===== config.mk =====
export PLATFORM = sky130hd
export DESIGN_NAME = dynamic_clock_divider_mc_flat
export DESIGN_NICKNAME = d
export VERILOG_FILES = /design/src/rtl/dynamic_clock_divider_mc_if.sv /design/src/rtl/dynamic_clock_divider_mc.sv /design/src/flat_wrapper.sv
export SDC_FILE = /design/constraint.sdc
export NUM_CORES = 1
export LEC_CHECK = 0
export ABC_AREA = 0
export CORE_MARGIN = 2
export CORE_UTILIZATION = 65
export CTS_BUF_LIST = sky130_fd_sc_hd__clkbuf_8
export DETAILED_ROUTE_END_ITERATION = 7
export DONT_BUFFER_PORTS = 1
export PLACE_DENSITY = 0.9
export SLEW_MARGIN = 20
export SYNTH_ARGS = -nofsm -noshare
export SYNTH_HDL_FRONTEND = slang
export SYNTH_SLANG_ARGS = --single-unit
export TNS_END_PERCENT = 5

===== constraint.sdc =====
create_clock -name i_CLK -period 11.7 [get_ports i_CLK]
set_clock_uncertainty 0.05 [all_clocks]
set_input_delay 1.755 -clock i_CLK [delete_from_list [all_inputs] [get_ports i_CLK]]
set_output_delay 1.755 -clock i_CLK [all_outputs]
set_load 0.01 [all_outputs]

===== src/rtl/dynamic_clock_divider_mc_if.sv =====
// Control/strobe bundle for dynamic_clock_divider_mc.
// o_TOGGLE exists only when DCD_TOGGLE_EN is defined.
interface dynamic_clock_divider_mc_if #(
  parameter int CHANNELS = 4,
  parameter int WIDTH    = 16
);
  logic [CHANNELS-1:0]       i_ENABLE;
  logic [CHANNELS*WIDTH-1:0] i_DIV_VALUE;
  logic [CHANNELS-1:0]       i_LOAD;
  logic [CHANNELS-1:0]       o_ENABLE_OUT;
  logic [CHANNELS-1:0]       o_LOAD_ACK;
`ifdef DCD_TOGGLE_EN
  logic [CHANNELS-1:0]       o_TOGGLE;
`endif

  modport master (
    output i_ENABLE,
    output i_DIV_VALUE,
    output i_LOAD,
    input  o_ENABLE_OUT,
`ifdef DCD_TOGGLE_EN
    input  o_TOGGLE,
`endif
    input  o_LOAD_ACK
  );

  modport slave (
    input  i_ENABLE,
    input  i_DIV_VALUE,
    input  i_LOAD,
    output o_ENABLE_OUT,
`ifdef DCD_TOGGLE_EN
    output o_TOGGLE,
`endif
    output o_LOAD_ACK
  );
endinterface


===== src/rtl/dynamic_clock_divider_mc.sv =====
// Multi-channel divided-rate strobe generator with period-boundary divisor adoption.
// Optional square-wave output per channel: define DCD_TOGGLE_EN.
module dynamic_clock_divider_mc #(
  parameter int CHANNELS    = 4,
  parameter int WIDTH       = 16,
  parameter int DEFAULT_DIV = 1
) (
  input  logic                         i_CLK,
  input  logic                         i_RESET,
  dynamic_clock_divider_mc_if.slave    bus
);

  genvar k;
  generate
    for (k = 0; k < CHANNELS; k++) begin : g_ch
      logic [WIDTH-1:0] r_div;
      logic [WIDTH-1:0] r_shadow;
      logic [WIDTH-1:0] r_count;
      logic             r_pending;
      logic             r_strobe;
      logic             r_ack;

      logic [WIDTH-1:0] w_slice;
      logic [WIDTH-1:0] w_eff;
      logic             w_en;
      logic             w_load;
      logic             w_term;
      logic             w_adopt;

      assign w_en    = bus.i_ENABLE[k];
      assign w_load  = bus.i_LOAD[k];
      assign w_slice = bus.i_DIV_VALUE[k*WIDTH +: WIDTH];
      // Divisors 0 and 1 both collapse to divide-by-1.
      assign w_eff   = (r_div > WIDTH'(1)) ? r_div : WIDTH'(1);
      assign w_term  = w_en && (r_count == (w_eff - WIDTH'(1)));
      // A load arriving on an adoption edge bypasses the shadow register.
      assign w_adopt = (r_pending || w_load) && (w_term || !w_en);

      always_ff @(posedge i_CLK or posedge i_RESET) begin
        if (i_RESET) begin
          r_div     <= WIDTH'(DEFAULT_DIV);
          r_shadow  <= '0;
          r_count   <= '0;
          r_pending <= 1'b0;
          r_strobe  <= 1'b0;
          r_ack     <= 1'b0;
        end else begin
          r_strobe <= w_term;
          r_ack    <= w_adopt;
          if (w_adopt) begin
            r_div     <= w_load ? w_slice : r_shadow;
            r_pending <= 1'b0;
            r_count   <= '0;
          end else begin
            if (w_load) begin
              r_shadow  <= w_slice;
              r_pending <= 1'b1;
            end else begin
              r_pending <= r_pending;
            end
            if (w_term) begin
              r_count <= '0;
            end else if (w_en) begin
              r_count <= r_count + WIDTH'(1);
            end else begin
              r_count <= r_count;
            end
          end
        end
      end

      assign bus.o_ENABLE_OUT[k] = r_strobe;
      assign bus.o_LOAD_ACK[k]   = r_ack;

`ifdef DCD_TOGGLE_EN
      logic r_toggle;

      // Flips on every strobe edge; survives adoption so the wave stays continuous.
      always_ff @(posedge i_CLK or posedge i_RESET) begin
        if (i_RESET) begin
          r_toggle <= 1'b0;
        end else if (w_term) begin
          r_toggle <= ~r_toggle;
        end else begin
          r_toggle <= r_toggle;
        end
      end

      assign bus.o_TOGGLE[k] = r_toggle;
`endif
    end
  endgenerate

endmodule

===== src/flat_wrapper.sv =====
// flat-port wrapper written by rule: the top's interface ports become plain ports
module dynamic_clock_divider_mc_flat 
#(
  parameter int CHANNELS    = 4,
  parameter int WIDTH       = 16,
  parameter int DEFAULT_DIV = 1
)
  (i_CLK, i_RESET, bus_i_ENABLE, bus_i_DIV_VALUE, bus_i_LOAD, bus_o_ENABLE_OUT, bus_o_LOAD_ACK);
  dynamic_clock_divider_mc_if #(.CHANNELS(CHANNELS), .WIDTH(WIDTH)) bus_i ();
  input  logic i_CLK;
  input  logic i_RESET;
  input wire logic [$bits(bus_i.i_ENABLE)-1:0] bus_i_ENABLE;
  input wire logic [$bits(bus_i.i_DIV_VALUE)-1:0] bus_i_DIV_VALUE;
  input wire logic [$bits(bus_i.i_LOAD)-1:0] bus_i_LOAD;
  output wire logic [$bits(bus_i.o_ENABLE_OUT)-1:0] bus_o_ENABLE_OUT;
  output wire logic [$bits(bus_i.o_LOAD_ACK)-1:0] bus_o_LOAD_ACK;
  assign bus_i.i_ENABLE = bus_i_ENABLE;
  assign bus_i.i_DIV_VALUE = bus_i_DIV_VALUE;
  assign bus_i.i_LOAD = bus_i_LOAD;
  assign bus_o_ENABLE_OUT = bus_i.o_ENABLE_OUT;
  assign bus_o_LOAD_ACK = bus_i.o_LOAD_ACK;
  dynamic_clock_divider_mc #(.CHANNELS(CHANNELS), .WIDTH(WIDTH), .DEFAULT_DIV(DEFAULT_DIV)) u_core (.i_CLK(i_CLK), .i_RESET(i_RESET), .bus(bus_i));
endmodule

==> results of run 1 <==
state kept, by name, indices dropped and copies added, names as in the netlist:
register and cells:
u_core.g_ch.r_div 64, u_core.g_ch.r_shadow 64, u_core.g_ch.r_ack 4, u_core.g_ch.r_count 64, u_core.g_ch.r_strobe 4, u_core.g_ch.r_pending 4
worst min path at each step:
| stage | start | to | depth (start not counted) |
|---|---|---|---|
| 2_1_floorplan | u_core.g_ch[0].r_shadow[15] | u_core.g_ch[0].r_shadow[15] | 1 |
| 3_3_place_gp | u_core.g_ch[0].r_shadow[15] | u_core.g_ch[0].r_shadow[15] | 1 |
| 3_5_place_dp | u_core.g_ch[3].r_shadow[15] | u_core.g_ch[3].r_shadow[15] | 1 |
| 4_1_cts | u_core.g_ch[3].r_shadow[15] | u_core.g_ch[3].r_shadow[15] | 1 |
| 5_1_grt | u_core.g_ch[0].r_shadow[15] | u_core.g_ch[0].r_shadow[15] | 1 |
| 6_report | u_core.g_ch[3].r_shadow[15] | u_core.g_ch[3].r_shadow[15] | 1 |
worst register-to-register path, cell delays in order, from the launching register on:
cell and delay [ps]:
dfrtp_1 430, or4_4 580, or4b_4 560, o21ba_2 230
ha_1 290, xor2_1 170, o21ai_0 110, nor3_1 190
o2111ai_1 140, or4_4 590, o31ai_4 760, buf_4 370
or2_0 630, mux2_2 400
metal layers:
metal	track usage, %	up-vias
met4	9.526	0
met5	0	-
met2	47.62	394
met3	5.316	63
met1	39.10	5152
li1	-	4926
metrics by stage:
step                std cells  setup WS, ps  hold WS [ps]  power, mW
finish                   1584          6071         451.8      1.817
global route             1584          5724         471.3      1.907
CTS                      1584          6050         454.9      1.822
detailed placement       1523          6055         441.5      1.207
global placement         1523          6206         432.8      1.189
floorplan                1383          4334         420.1      1.143
cell usage in the layout (no fill, tap or decap), types with 10 or more instances in the layout:
| master | instances |
|---|---|
| dfrtp_1 | 200 |
| nor2_1 | 161 |
| nand2_1 | 98 |
| o21ai_0 | 93 |
| a21oi_1 | 68 |
| inv_1 | 60 |
| nand3_1 | 51 |
| clkbuf_8 | 43 |
| xnor2_1 | 41 |
| nor3_1 | 37 |
| mux2_2 | 37 |
| xor2_1 | 31 |
| o221a_2 | 29 |
| a22oi_1 | 29 |
| or3_1 | 28 |
| nor3b_1 | 16 |
| nor4_1 | 15 |
| and3_1 | 15 |
| nand4_1 | 15 |
| o2bb2ai_1 | 15 |
| a21o_1 | 14 |
| nor2b_1 | 12 |
| a211o_1 | 12 |
| o22a_1 | 11 |
| or2_2 | 10 |
| o21a_1 | 10 |
| o22ai_1 | 10 |
| mux2_4 | 10 |
area by class of cell:
class,count,area (µm²),area share [%]
Clock buffer,43,591.8,4.548
Inverter,44,172.7,1.327
Sequential cell,204,5110,39.27
Clock inverter,18,71.32,0.5481
Tap cell,234,292.8,2.250
Timing Repair Buffer,10,78.83,0.6058
Multi-Input combinational cell,1031,6695,51.45
power breakdown:
group	leakage, nW	switching [mW]	internal, mW
logic	2.47	0.164	0.158
clock network	0.400	0.285	0.330
registers	2.54	0.0989	0.781
total	5.41	0.548	1.27
cells by family after synthesis:
logic type / Yosys count / share of synthesized area, %
xor gates and xnor gates: 73 / 5.259
AOI/OAI and AO/OA: 376 / 21.37
and+or+nand+nor: 520 / 21.17
DFF: 204 / 41.15
buffers and inverters: 148 / 5.118
adders and majority gates: 8 / 0.8061
muxes: 54 / 5.128
==> metrics.md, run 1 <==
| Metric | Value |
|---|---|
| RePlAce Congestion | `0.9493` |
| Path depth of the worst reg2reg path | `13` |
| TritonCTS buffer count | `35` |
| Post-Route M1 WL | `12.22 mm` |
| Max Slew Vio Count | `0` |
| CP Launch Point | `u_core.g_ch[0].r_div[4]` |
| Top post-synthesis cells by area | `dfrtp_1, nor2_1, o21ai_0` |
| CP Class | `register to register` |
| Worst skew pair latency | `530 ps` |
| Top cell by count, worst path | `or4_4` |
| Metal2 WL | `13.78 mm` |
| Top FF cell, synth | `dfrtp_1` |
| Avg Vias per Cell | `6.651` |
| Synth async-reset ratio | `100.0%` |
| CTS root buffer | `clkbuf_8` |
| Rows | `50` |
| Die width | `142.2 µm` |
| Cell with the most instances after synthesis | `dfrtp_1` |
| Area leader, netlist | `dfrtp_1` |
| First-pass GRT wire length | `48.62 mm` |
| EDFF count, synth | `0` |
| DRC viols | `0` |
| Final wirelength | `28.78 mm` |
| CTS tree | `built` |
| Syn nets | `1465` |
| Fmax | `177.6 MHz` |
| Number of DRC markers in iteration 0 | `1087` |
| Post-CTS sizing | `0` |
| Synthesis warning total | `0` |
| Total power per unit cell area | `139.6 nW/µm²` |
| Crit path cell chain | `or4_4 -> or4b_4 -> o21ba_2 -> ha_1 -> xor2_1 -> o21ai_0 -> nor3_1 -> o2111ai_1 -> or4_4 -> o31ai_4 -> buf_4 -> or2_0 -> mux2_2` |
| Core footprint | `18710 µm²` |
| Critical Path End Type | `register` |
| Final setup viols | `0` |
| Post-layout util | `69.57%` |
| CP max stage delay | `760 ps` |
| Initial antenna violation count | `0` |
| # nets final | `1408` |
| Outcome | `completed` |
| Lkg Pwr | `5.411 nW` |
| Vias post-DR | `10535` |
| Reg-to-Reg End | `u_core.g_ch[0].r_shadow[15]` |
| Number of I/O port buffers | `0` |
| Worst slew pin tran | `1132 ps` |
| Hold-fix buffers, CTS | `0` |
| Worst Setup Start Kind | `register` |
| Die Span Y | `142.2 µm` |
| Drt first pass iters | `6` |
| Critical Path Stages | `13` |
| Worst-path fanout max | `24` |
| Vias in the first global route | `9998` |
| Yosys cell types | `84` |
| Max_cap viols | `0` |
| Worst setup endpoint | `u_core.g_ch[0].r_shadow[15]` |
| Wire per inst | `18.17 µm` |
| Synthesized area per cell | `8.979 µm²` |
| Post-route cell area | `13010 µm²` |
| Worst path buffer plus inverter count | `1` |
| Total negative slack | `0 ps` |
| Most instantiated cells after synthesis | `dfrtp_1, nor2_1, nand2_1` |
| R2R setup slack | `6070 ps` |
| DP Area | `12340 µm²` |
| CP max stage cell | `o31ai_4` |
| GRT overflow | `0` |
| H-tree depth | `2` |
| Layout cells sized above 1 | `12.22%` |
| Start of the worst register-to-register path | `u_core.g_ch[0].r_div[4]` |
| Fill cell count | `1379` |
| Top sig layer | `met4` |
| Clock Path Buffers | `3` |
| Hold Path Class | `register to register` |
| Sequential fraction of the synthesis area | `41.15%` |
| Final Cycle Share | `48.12%` |
| Setup Buffers After CTS | `0` |
| Post-synth top area share | `40.30%` |
| CP required | `12040 ps` |
| Largest net degree at the start of global routing | `123` |
| Area Overhead vs Synth | `4.786%` |
| Overall Global Routing Usage | `28.96%` |
| Minimum clock period | `5629 ps` |
| RSZ-0062 raised after global routing | `no` |
| Overall die area | `20230 µm²` |
| #FFs+latches synth | `204` |
| Initial core utilization | `66.39%` |
| Reg clk slew, reported paths | `60 ps` |
| Mapped cell area | `12420 µm²` |
| Final hold viol count | `0` |
| I/O Pins | `82` |
| Peak VDD IR | `0.1060 mV` |
| Final HPWL DP | `19.36 mm` |
| Post-Synthesis Cells | `1383` |
| Slew margin rel. | `24.53%` |
| Num Clock Sinks | `204` |
| Delay-heaviest family, CP | `simple AND/OR/NAND/NOR gates` |
| Met3 routed WL | `2.008 mm` |
| Critical path data arrival time | `5970 ps` |
| Final ANT Viol Nets | `0` |
| Ant diodes | `0` |
No activity file was read; power rests on OpenSTA's default activity.
==> run 2, diff against run 1 <==
--- a/config.mk
+++ b/config.mk
@@ -7,11 +7,11 @@
 export LEC_CHECK = 0
 export ABC_AREA = 0
 export CORE_MARGIN = 2
-export CORE_UTILIZATION = 65
+export CORE_UTILIZATION = 60
 export CTS_BUF_LIST = sky130_fd_sc_hd__clkbuf_8
 export DETAILED_ROUTE_END_ITERATION = 7
 export DONT_BUFFER_PORTS = 1
-export PLACE_DENSITY = 0.9
+export PLACE_DENSITY = 0.88
 export SLEW_MARGIN = 20
 export SYNTH_ARGS = -nofsm -noshare
 export SYNTH_HDL_FRONTEND = slang
==> constraint.sdc (replaced) <==
create_clock -name i_CLK -period 4.55 [get_ports i_CLK]
set_clock_uncertainty 0.05 [all_clocks]
set_input_delay 0.6825 -clock i_CLK [delete_from_list [all_inputs] [get_ports i_CLK]]
set_output_delay 0.6825 -clock i_CLK [all_outputs]
set_load 0.01 [all_outputs]
==> run 2 against run 1 <==
  * Sequential power increased to 2.5 times the previous value
  * Largest power group unchanged
  * Power increased to 2.6 times the previous value
  * Critical path depth unchanged
  * Critical endpoint is now u_core.g_ch[0].r_count[2]
  * Die area increased by 8.1%
  * Highest routed layer unchanged
  * Setup slack got worse by 5900 ps
==> metrics.md, run 2 (synthesis results as in run 1) <==
| Metric | Value |
|---|---|
| Outcome | `completed` |
| Drt first pass iters | `5 (-1)` |
| Number of I/O port buffers | `0 (unchanged)` |
| Ant diodes | `0 (unchanged)` |
| Top sig layer | `met4` |
| Slew margin rel. | `43.87% (+19 points)` |
| Die Span Y | `147.9 µm (+4.0%)` |
| DRC viols | `0 (unchanged)` |
| Top cell by count, worst path | `or4_4` |
| Vias in the first global route | `10195 (+2.0%)` |
| Initial core utilization | `61.17% (-5.2 points)` |
| Met3 routed WL | `2.064 mm (+2.8%)` |
| Most frequent cells in the layout | `dfrtp_1, nor2_1, nand2_1` |
| Placed cells | `1584 (+4.0%)` |
| Clock Path Buffers | `3 (unchanged)` |
| Peak VDD IR | `0.2722 mV (+160%)` |
| Lkg Pwr | `5.550 nW (+2.6%)` |
| Max Slew Vio Count | `0 (unchanged)` |
| Post-layout util | `65.61% (-4.0 points)` |
| Fmax | `228.3 MHz (+29%)` |
| Die width | `147.9 µm (+4.0%)` |
| Critical path data arrival time | `4730 ps (-1240 ps)` |
| Start of the worst register-to-register path | `u_core.g_ch[0].r_div[4]` |
| Total power per unit cell area | `361.4 nW/µm² (+160%)` |
| Worst skew pair latency | `520 ps (about the same)` |
| Wire per inst | `18.07 µm (-0.54%)` |
| Path depth of the worst reg2reg path | `13 (unchanged)` |
| Final Cycle Share | `96.27% (+48 points)` |
| Post-Route M1 WL | `12.75 mm (+4.3%)` |
| Final ANT Viol Nets | `0 (unchanged)` |
| Rows | `52 (+4.0%)` |
| Post-CTS sizing | `0 (unchanged)` |
| Final setup viols | `0 (unchanged)` |
| # nets final | `1433 (+1.8%)` |
| Number of DRC markers in iteration 0 | `928 (-15%)` |
| Metal2 WL | `14.24 mm (+3.3%)` |
| Total power | `4.814 mW (+160%)` |
| Num Clock Sinks | `204 (unchanged)` |
| Setup Buffers After CTS | `0 (unchanged)` |
| Final wirelength | `29.74 mm (+3.3%)` |
| Worst slew pin tran | `841.9 ps (-290.2 ps)` |
| RePlAce Congestion | `0.9287 (-2.2%)` |
| Overall Global Routing Usage | `27.38% (-1.6 points)` |
| Most common cell after layout, fill and taps aside | `dfrtp_1` |
| Area Overhead vs Synth | `7.245%` |
| GRT overflow | `0 (unchanged)` |
| CP max stage cell | `or4_4` |
| CP Launch Point | `u_core.g_ch[0].r_div[4]` |
| CP max stage delay | `590 ps (-170 ps)` |
| Worst-path fanout max | `23 (-4.2%)` |
| CP Class | `register to register` |
| Reg-to-Reg End | `u_core.g_ch[0].r_count[2]` |
| Final Instance Count excl. Fillers | `1646 (+3.9%)` |
| Critical Path End Type | `register` |
| CP required | `4900 ps (-7140 ps)` |
| Final hold viol count | `0 (unchanged)` |
| TritonCTS buffer count | `35 (unchanged)` |
| Hold Path Class | `input port to asynchronous set/reset pin` |
| Crit path cell chain | `or4_4 -> or4b_4 -> o21ba_2 -> ha_1 -> xor2_1 -> o21ai_0 -> nor3_1 -> o2111ai_1 -> or4_4 -> o31ai_4 -> buf_6 -> nor3b_1 -> a211o_1` |
| First-pass GRT wire length | `50.14 mm (+3.1%)` |
| CTS tree | `built` |
| Overall die area | `21860 µm² (+8.1%)` |
| Hold-fix buffers, CTS | `0 (unchanged)` |
| Vias post-DR | `10647 (+1.1%)` |
| Biggest regs | `u_core.g_ch.r_count x64, u_core.g_ch.r_div x64, u_core.g_ch.r_shadow x64` |
| Minimum clock period | `4380 ps (-1249 ps)` |
| Total negative slack | `0 ps (unchanged)` |
| Avg Vias per Cell | `6.468 (-2.7%)` |
| RSZ-0062 raised after global routing | `no` |
| CTS root buffer | `clkbuf_8` |
| I/O Pins | `82 (unchanged)` |
| Core footprint | `20300 µm² (+8.5%)` |
| Initial antenna violation count | `1 (+1)` |
| Reg clk slew, reported paths | `60 ps (about the same)` |
| Worst slack, placed | `155.9 ps (-5899 ps)` |
| Max_cap viols | `0 (unchanged)` |
| R2R setup slack | `170 ps (-5900 ps)` |
| Largest net degree at the start of global routing | `128 (+4.1%)` |
| Final HPWL DP | `20.14 mm (+4.1%)` |
| Layout cells sized above 1 | `14.46% (+2.2 points)` |
| Worst Setup Start Kind | `register` |
| Final WS setup | `169.6 ps (-5901 ps)` |
| H-tree depth | `2 (unchanged)` |
[run 2: changes by cell type in the layout (fill, tap and decap cells not counted), sizes merged]
cell / delta
clkinv: +5
clkbuf: +1
bufinv: +1
inv: -6
buf: +25
[run 2: cell type report]
class                   count  area (µm²)
fillers                  1584        6982
multi-input cells        1031        6704
flip-flops and latches    204        5110
clock buffers              44       605.6
well taps                 270       337.8
repair buffers             35       291.5
inverters                  44       168.9
clock inverters            18       100.1
[run 2: how the worst max path moves through the flow]
stage	depth (start not counted)	endpoint	slack, ps
after global routing	13	u_core.g_ch[2].r_count[2]	0.1
after detailed placement	12	u_core.g_ch[1].r_shadow[15]	160
after CTS	12	u_core.g_ch[1].r_shadow[15]	110
after floorplan	16	u_core.g_ch[2].r_shadow[0]	160
after global placement	12	u_core.g_ch[1].r_shadow[12]	250
final	13	u_core.g_ch[0].r_count[2]	170
[run 2: routing by layer]
layer	vias up	track usage, %
met4	0	8.857
met1	5215	37.13
li1	4989	-
met2	372	44.56
met5	-	0
met3	71	5.494
[run 2: critical path, delay by kind of cell, from the launching register on]
family	cells	cell delay, ps
buffers and inverters	1	240
adder cells (fa/ha/maj)	1	300
XOR/XNOR	1	170
AO/OA/AOI/OAI	5	1020
flip-flops	1	450
AND/OR/NAND/NOR	5	2020
[run 2: power breakdown]
part | switching, mW | leakage, nW | total [mW] | internal (mW)
Combinational | 0.457 | 2.60 | 0.893 | 0.436
Clock | 0.753 | 0.414 | 1.68 | 0.926
Sequential | 0.232 | 2.54 | 2.24 | 2.01
Total | 1.44 | 5.55 | 4.81 | 3.37
[run 2: through the flow]
stage	hold WS, ps	cell area [µm²]
after floorplan	420.1	12420
final	117.5	13320
after global routing	135.0	13320
after detailed placement	438.6	12590
after CTS	128.5	13300
after global placement	431.6	12590
